## src/rtl/uart_pkg.sv

```systemverilog
// Shared definitions for the UART transmit path: arbiter FSM states and byte width.
package uart_pkg;

    localparam int BYTE_W = 8;

    typedef enum logic [1:0] {
        IDLE       = 2'd0,
        SEND       = 2'd1,
        WAIT_START = 2'd2,
        WAIT_DONE  = 2'd3
    } tx_state_t;

endpackage

```

## src/rtl/rr_arbiter.sv

```systemverilog
// Combinational round-robin picker: the search starts one past the last grant and wraps.
module rr_arbiter #(
    parameter int  NUM_REQ = 2,
    localparam int GW      = (NUM_REQ > 1) ? $clog2(NUM_REQ) : 1
) (
    input  logic [NUM_REQ-1:0] req,
    input  logic [GW-1:0]      last,
    output logic [NUM_REQ-1:0] grant,
    output logic [GW-1:0]      grant_idx,
    output logic               any
);

    logic [GW-1:0] cand;

    function automatic logic [GW-1:0] wrap_idx(input int v);
        return GW'(v % NUM_REQ);
    endfunction

    always_comb begin
        grant     = '0;
        grant_idx = '0;
        any       = 1'b0;
        cand      = '0;
        for (int k = 1; k <= NUM_REQ; k++) begin
            cand = wrap_idx(int'(last) + k);
            if (!any && req[cand]) begin
                any         = 1'b1;
                grant[cand] = 1'b1;
                grant_idx   = cand;
            end
        end
    end

endmodule

```

## src/rtl/uart_tx_arbiter.sv

```systemverilog
// Round-robin sharing of one uart_tx between NUM_REQ byte sources, one byte per grant.
//
//  state      | meaning
//  -----------+---------------------------------------------------------------
//  IDLE       | transmitter free; arbitrate and accept one byte
//  SEND       | byte latched; tx_send fires on the way out of this state
//  WAIT_START | waiting for tx_busy to rise, bounded by START_TIMEOUT cycles
//  WAIT_DONE  | frame in flight; wait for tx_busy to fall
module uart_tx_arbiter
    import uart_pkg::*;
#(
    parameter int  NUM_REQ       = 2,
    parameter int  START_TIMEOUT = 16,
    localparam int GW            = (NUM_REQ > 1) ? $clog2(NUM_REQ) : 1,
    localparam int TW            = (START_TIMEOUT > 1) ? $clog2(START_TIMEOUT) : 1
) (
    input  logic                      clk,
    input  logic                      rst,
    input  logic [NUM_REQ-1:0]        req_valid,
    input  logic [BYTE_W*NUM_REQ-1:0] req_data,
    output logic [NUM_REQ-1:0]        req_ready,
    output logic                      tx_send,
    output logic [BYTE_W-1:0]         tx_data,
    input  logic                      tx_busy,
    output logic [GW-1:0]             grant_id,
    output logic                      active
);

    localparam logic [TW-1:0] TIMER_LAST = TW'(START_TIMEOUT - 1);
    localparam logic [GW-1:0] RR_RESET   = GW'(NUM_REQ - 1);

    tx_state_t state, state_nxt;

    logic [GW-1:0]      rr_ptr, rr_nxt;
    logic [TW-1:0]      timer, timer_nxt;
    logic [NUM_REQ-1:0] req_ready_nxt;
    logic               tx_send_nxt;
    logic [BYTE_W-1:0]  tx_data_nxt;
    logic [GW-1:0]      grant_id_nxt;

    logic [NUM_REQ-1:0] arb_grant;
    logic [GW-1:0]      arb_idx;
    logic               arb_any;

    rr_arbiter #(
        .NUM_REQ (NUM_REQ)
    ) u_rr (
        .req       (req_valid),
        .last      (rr_ptr),
        .grant     (arb_grant),
        .grant_idx (arb_idx),
        .any       (arb_any)
    );

    always_ff @(posedge clk) begin
        if (rst) begin
            state     <= IDLE;
            rr_ptr    <= RR_RESET;
            timer     <= '0;
            req_ready <= '0;
            tx_send   <= 1'b0;
            tx_data   <= '0;
            grant_id  <= '0;
            active    <= 1'b0;
        end else begin
            state     <= state_nxt;
            rr_ptr    <= rr_nxt;
            timer     <= timer_nxt;
            req_ready <= req_ready_nxt;
            tx_send   <= tx_send_nxt;
            tx_data   <= tx_data_nxt;
            grant_id  <= grant_id_nxt;
            active    <= (state_nxt != IDLE);
        end
    end

    always_comb begin
        state_nxt     = state;
        rr_nxt        = rr_ptr;
        timer_nxt     = timer;
        req_ready_nxt = '0;
        tx_send_nxt   = 1'b0;
        tx_data_nxt   = tx_data;
        grant_id_nxt  = grant_id;

        case (state)
            IDLE: begin
                if (arb_any && !tx_busy) begin
                    req_ready_nxt = arb_grant;
                    tx_data_nxt   = req_data[int'(arb_idx)*BYTE_W +: BYTE_W];
                    grant_id_nxt  = arb_idx;
                    rr_nxt        = arb_idx;
                    state_nxt     = SEND;
                end
            end
            SEND: begin
                tx_send_nxt = 1'b1;
                timer_nxt   = '0;
                state_nxt   = WAIT_START;
            end
            WAIT_START: begin
                // A transmitter that never goes busy still counts the byte as sent.
                if (tx_busy) begin
                    state_nxt = WAIT_DONE;
                end else if (timer == TIMER_LAST) begin
                    state_nxt = IDLE;
                end else begin
                    timer_nxt = timer + 1'b1;
                end
            end
            WAIT_DONE: begin
                if (!tx_busy) begin
                    state_nxt = IDLE;
                end
            end
            default: state_nxt = IDLE;
        endcase
    end

endmodule
```

## config.mk

```make
export PLATFORM = sky130hd
export DESIGN_NAME = uart_tx_arbiter
export DESIGN_NICKNAME = d
export VERILOG_FILES = /design/src/rtl/uart_pkg.sv /design/src/rtl/rr_arbiter.sv /design/src/rtl/uart_tx_arbiter.sv
export SDC_FILE = /design/constraint.sdc
export NUM_CORES = 1
export LEC_CHECK = 0
export ABC_AREA = 1
export CAP_MARGIN = 10
export CORE_MARGIN = 2
export CORE_UTILIZATION = 46
export CTS_BUF_LIST = sky130_fd_sc_hd__clkbuf_8 sky130_fd_sc_hd__clkbuf_16
export DETAILED_ROUTE_END_ITERATION = 8
export PLACE_DENSITY = 0.83
export SYNTH_ARGS = -nofsm -noshare
export SYNTH_HDL_FRONTEND = slang
export SYNTH_SLANG_ARGS = --single-unit
```

## constraint.sdc

```tcl
create_clock -name clk -period 1.9 [get_ports clk]
set_clock_uncertainty 0.2 [all_clocks]
set_input_delay 0.285 -clock clk [delete_from_list [all_inputs] [get_ports clk]]
set_output_delay 0.285 -clock clk [all_outputs]
set_load 0.02 [all_outputs]
```

## Yosys cells after proc, flatten, opt, wreduce, memory -nomap -nowiden

Index checks and enable logic that the tools add are counted.

| operators by class | value |
|---|---|
| bitwise logic cells | 3 |
| $lt $le $gt $ge | 4 |
| add/subtract/negate cells | 3 |
| shift-type cells | 1 |
| mux-type cells | 23 |
| eq/ne operators | 6 |
| reduce and logical (&&, ||, !) cells | 12 |

Operators by type and width:

| kind | number |
|---|---|
| variable part select 16 x 5 -> 8 bit | 1 |
| two-way mux 2 bit | 6 |
| two-way mux 1 bit | 11 |
| two-way mux 4 bit | 2 |
| case mux 2 bit (4 select lines) | 1 |
| case mux 4 bit (2 select lines) | 1 |
| adder 4 x 1 -> 4 bit (second input constant) | 1 |
| equality test 2 bit (second input constant) | 2 |
| equality test 4 bit (second input constant) | 1 |
| logical AND 1 bit | 4 |
| less-than comparator 1 x 2 -> 1 bit (second input constant) | 2 |
| inequality test 2 bit (second input constant) | 2 |
| nonzero test 2 bit | 2 |
| AND reduction 3 bit | 1 |
| OR reduction 3 bit | 1 |
| adder 1 bit (second input constant) | 2 |
| demux 1 bit (select 1 bit) | 2 |
| equality test 2 x 1 -> 1 bit (second input constant) | 1 |
| greater-or-equal comparator 1 bit (second input constant) | 2 |
| zero test 1 bit | 2 |
| zero test 2 bit | 1 |
| inverter 1 bit | 2 |
| OR 2 bit | 1 |
| AND reduction 2 bit | 1 |

| storage, ports and cells | value |
|---|---|
| output and inout bits | 13 |
| flip-flop bits (word level) | 20 |
| input bits | 21 |
| logic and storage cells | 60 |

## Depth between registers and ports, before layout

| depth | value |
|---|---|
| depth after elaboration | 11 |
| gate-level depth with buffers | 7 |
| depth with buffers taken out | 7 |

## Cells and area by module

Synthesis repeated with hierarchy kept, for this count alone.

| second synthesis, totals | value |
|---|---|
| cell total of the unflattened synthesis | 134 |
| area, all modules | 949.7 um2 |

Modules (own cells, without submodules):

| module | cells each | area each (um2) | sequential area each (um2) | times used |
|---|---|---|---|---|
| uart_tx_arbiter | 127 | 919.6 | 400.4 | 1 |
| rr_arbiter | 7 | 30.0 | 0.0 | 1 |

## Worst setup path before layout

OpenSTA, ideal clock, no wires.

| path | value |
|---|---|
| path type | register to register |
| start point | register timer[0] |
| end point | register timer[3] |
| slack | 603 ps |
| required time | 1585 ps |
| period minus slack after synthesis | 1297 ps |
| setup time | 115 ps |
| arrival time | 982 ps |
| buffers on the path | 0 |
| cell stages (with the launch flop) | 7 |
| path through | dfxtp_1 ha_1 nand3_1 nand3_1 nand2_1 a21oi_1 nor2_1 |

| between the ends | value |
|---|---|
| longest elaborated chain between the ends | 4 |
| elaborated cells on any way between the ends | 7 |
| those cells by class | add/sub: 1; eq/ne: 2; mux: 3; reduce/logical: 1 |

RTL lines:

| item | RTL line | source |
|---|---|---|
| start, declared | uart_tx_arbiter.sv:35 | `logic [TW-1:0] timer, timer_nxt;` |
| start signal, assigned | uart_tx_arbiter.sv:68 | `timer <= timer_nxt;` |
| adder 4 x 1 -> 4 bit | uart_tx_arbiter.sv:108 | `timer_nxt = timer + 1'b1;` |
| two-way mux 4 bit | uart_tx_arbiter.sv:105 | `end else if (timer == TIMER_LAST) begin` |
| two-way mux 4 bit | uart_tx_arbiter.sv:103 | `if (tx_busy) begin` |
| case mux 4 bit (2 select lines) | uart_tx_arbiter.sv:86 | `case (state)` |

Several ways; a longest one is shown, not always the timed one. The select of a mux whose other input is x is not followed.
A chain may end at the register's enable or synchronous reset.

## Final worst setup path

| path | value |
|---|---|
| start point | register tx_data[4] |
| end point | output port tx_data[4] |

RTL lines:

| item | RTL line | source |
|---|---|---|
| start, declared | uart_tx_arbiter.sv:23 | `output logic [BYTE_W-1:0] tx_data,` |
| start signal, assigned | uart_tx_arbiter.sv:71 | `tx_data <= tx_data_nxt;` |

No word-level cell between the ends.

==> load_flow_metrics.sql <==
INSERT INTO impl_metrics (metric_group, metric, value, unit) VALUES
('power', 'clkPwrFrac', '0.366', ''),
('grt', 'grt_overflow', '0', ''),
('logic_synthesis', 'synthDominantCellAreaShare', '0.438', ''),
('grt', 'antenna_found_initial', '0', ''),
('route', 'top_layer', 'met4', ''),
('layout', 'area.sequential', '400', 'um^2'),
('logic_synthesis', 'synth-warning-count', '0', ''),
('critical_path', 'cpMaxStageDelayCell', 'sky130_fd_sc_hd__clkdlybuf4s50_1', ''),
('cts', 'cts.htree.levels', '1', ''),
('layout', 'nFillCells', '167', ''),
('sta', 'total_neg_setup_slack', '0', 'ps'),
('sta', 'timing_hold_violations_final', '0', ''),
('cts', 'cts.reportedPaths.clkPinSlew', '70', 'ps'),
('placement', 'dpl-instance-area', '0.00126', 'mm^2'),
('logic_synthesis', 'post-synth-top-count-cell', 'sky130_fd_sc_hd__nand2_1', ''),
('grt', 'grtUsageTotal', '0.176', ''),
('critical_path', 'crit_path_max_fanout', '2', ''),
('critical_path', 'timing_worst_setup_path_type', 'reg2out', ''),
('power', 'leakagePower', '0.000564', 'uW'),
('sta', 'max_freq', '590', 'MHz'),
('logic_synthesis', 'yosysSeqAreaShare', '0.438', ''),
('logic_synthesis', 'synth_top_cell_by_area', 'sky130_fd_sc_hd__dfxtp_1', ''),
('job', 'timing.max_cap.violations', '0', ''),
('outcome', 'run_status', 'finished, final reports clean', ''),
('critical_path', 'worst_setup_path_startpoint', 'tx_data[4]', ''),
('logic_synthesis', 'synth.top_cells.by_area', 'sky130_fd_sc_hd__dfxtp_1, sky130_fd_sc_hd__nand2_1, sky130_fd_sc_hd__a21oi_1', ''),
('logic_synthesis', 'synth-main-ff-cell', 'sky130_fd_sc_hd__dfxtp_1', ''),
('critical_path', 'worst-r2r-cell-count', '6', ''),
('power', 'power_switching', '292', 'uW'),
('critical_path', 'critical_path.n_buffers_inverters', '1', ''),
('sta', 'slew_headroom', '0.784', ''),
('route', 'avgViaCountPerCell', '4.76', ''),
('layout', 'multi_input_area', '453', 'um^2'),
('critical_path', 'critical_path_cell_count', '1', ''),
('power', 'power_density', '853', 'mW/mm^2'),
('power', 'power_frac_comb', '0.225', ''),
('floorplanning', 'floorplan.die.height', '48.6', 'um'),
('layout', 'area_delta_synth_final', '46.3', '%'),
('route', 'dr.first_iter.drc_count', '15', ''),
('floorplanning', 'io_pins', '34', ''),
('power', 'swShare', '0.257', ''),
('route', 'drt_first_pass_iters', '4', ''),
('critical_path', 'end_kind', 'output pin', ''),
('route', 'wl_per_cell', '10.6', 'um'),
('cts', 'cts.sink_count', '20', ''),
('placement', 'placement.setup.worst_slack', '131', 'ps'),
('placement', 'gp_congestion', '0.730', ''),
('route', 'route.vias.total', '895', ''),
('floorplanning', 'initial_util', '0.475', ''),
('floorplanning', 'area_of_the_core', '0.00192', 'mm^2'),
('placement', 'place.detailed.hpwl', '1590', 'um'),
('route', 'drc_errors', '0', ''),
('logic_synthesis', 'asyncSetResetFlopFracSynth', '0', ''),
('sta', 'report.final.setup_viol', '0', ''),
('cts', 'cts_hold_repair.buffers', '0', ''),
('floorplanning', 'dieWidth', '48.6', 'um'),
('critical_path', 'cp-start-kind', 'flop', ''),
('layout', 'post_route_cells_drive_above_1_share', '0.106', ''),
('critical_path', 'cp_cell_sequence', 'clkdlybuf4s50_1', ''),
('critical_path', 'timing.critical_path.max_delay_family', 'buffers and inverters', ''),
('layout', 'num-nets-final', '184', ''),
('sta', 'timing.final.crit_period', '1700', 'ps'),
('sta', 'finalCritPeriodShare', '0.892', ''),
('power', 'seq_power_share', '0.409', ''),
('route', 'number_of_nets_with_antenna_violations_after_routing', '0', ''),
('worst_hold_path', 'worst_hold_path_type', 'reg2reg', ''),
('layout', 'final_area', '0.00134', 'mm^2'),
('cts', 'cts_buffers', '3', ''),
('floorplanning', 'dieArea', '0.00236', 'mm^2'),
('route', 'finalWirelength', '2000', 'um'),
('layout', 'stdcell_count', '188', '');
-- cells in the final DEF, fill, tap and decap left out --
cell	instances
sky130_fd_sc_hd__a21oi_1	15
sky130_fd_sc_hd__a31oi_4	1
sky130_fd_sc_hd__buf_4	1
sky130_fd_sc_hd__bufinv_16	1
sky130_fd_sc_hd__clkbuf_8	3
sky130_fd_sc_hd__clkdlybuf4s50_1	33
sky130_fd_sc_hd__dfxtp_1	20
sky130_fd_sc_hd__ha_1	1
sky130_fd_sc_hd__inv_1	5
sky130_fd_sc_hd__inv_2	4
sky130_fd_sc_hd__inv_4	1
sky130_fd_sc_hd__nand2_1	55
sky130_fd_sc_hd__nand2_2	1
sky130_fd_sc_hd__nand3_1	4
sky130_fd_sc_hd__nand3_4	1
sky130_fd_sc_hd__nand4_1	1
sky130_fd_sc_hd__nor2_1	8
sky130_fd_sc_hd__nor2_2	1
sky130_fd_sc_hd__nor2_4	1
sky130_fd_sc_hd__nor2_8	1
sky130_fd_sc_hd__nor3_2	1
sky130_fd_sc_hd__o21ai_0	2
-- power groups by stage --
stage | logic (uW) | registers [uW] | clock network [uW]
floorplan | 129 | 499 | 0
global placement | 250 | 474 | 0
detailed placement | 256 | 475 | 0
CTS | 257 | 466 | 422
global route | 280 | 470 | 437
finish | 256 | 466 | 417
-- through the flow --
stage               total power (uW)  hold slack (ps)
global route                    1190              288
global placement                 724              250
floorplan                        628              229
finish                          1140              266
detailed placement               731              258
CTS                             1150              270
-- per-layer routing --
layer | track usage | up-vias
met4 | 0.0810 | 0
li1 | - | 468
met3 | 0.0370 | 4
met5 | 0 | -
met1 | 0.212 | 392
met2 | 0.301 | 31
-- sequential cells by signal, summed over array words and instances, names as in the netlist --
| register | count |
|---|---|
| active | 1 |
| grant_id | 1 |
| req_ready | 2 |
| rr_ptr | 1 |
| state | 2 |
| timer | 4 |
| tx_data | 8 |
| tx_send | 1 |
-- cell families (layout without fill, tap and decap cells) --
| kind of cell | after synthesis | count (layout) | share of synthesized area |
|---|---|---|---|
| adder cells (fa/ha/maj) | 1 | 1 | 0.0137 |
| AO/OA/AOI/OAI | 18 | 18 | 0.116 |
| flip-flops | 20 | 20 | 0.438 |
| AND/OR/NAND/NOR | 74 | 74 | 0.366 |
| buffers and inverters | 13 | 48 | 0.0657 |
-- worst paths after layout --
check                    end  slack (ps)
setup / recovery  tx_data[4]         200
hold / removal    tx_data[4]         270
setup reg to reg    timer[3]         480
hold reg to reg   tx_data[4]         270
-- final cells by class --
cell class,instances,area share
Tap cell,27,0.0253
Clock inverter,1,0.0225
Multi-Input combinational cell,93,0.339
Timing Repair Buffer,34,0.253
Sequential cell,20,0.300
Clock buffer,3,0.0309
Inverter,10,0.0300
No activity file was read; power rests on OpenSTA's default activity.
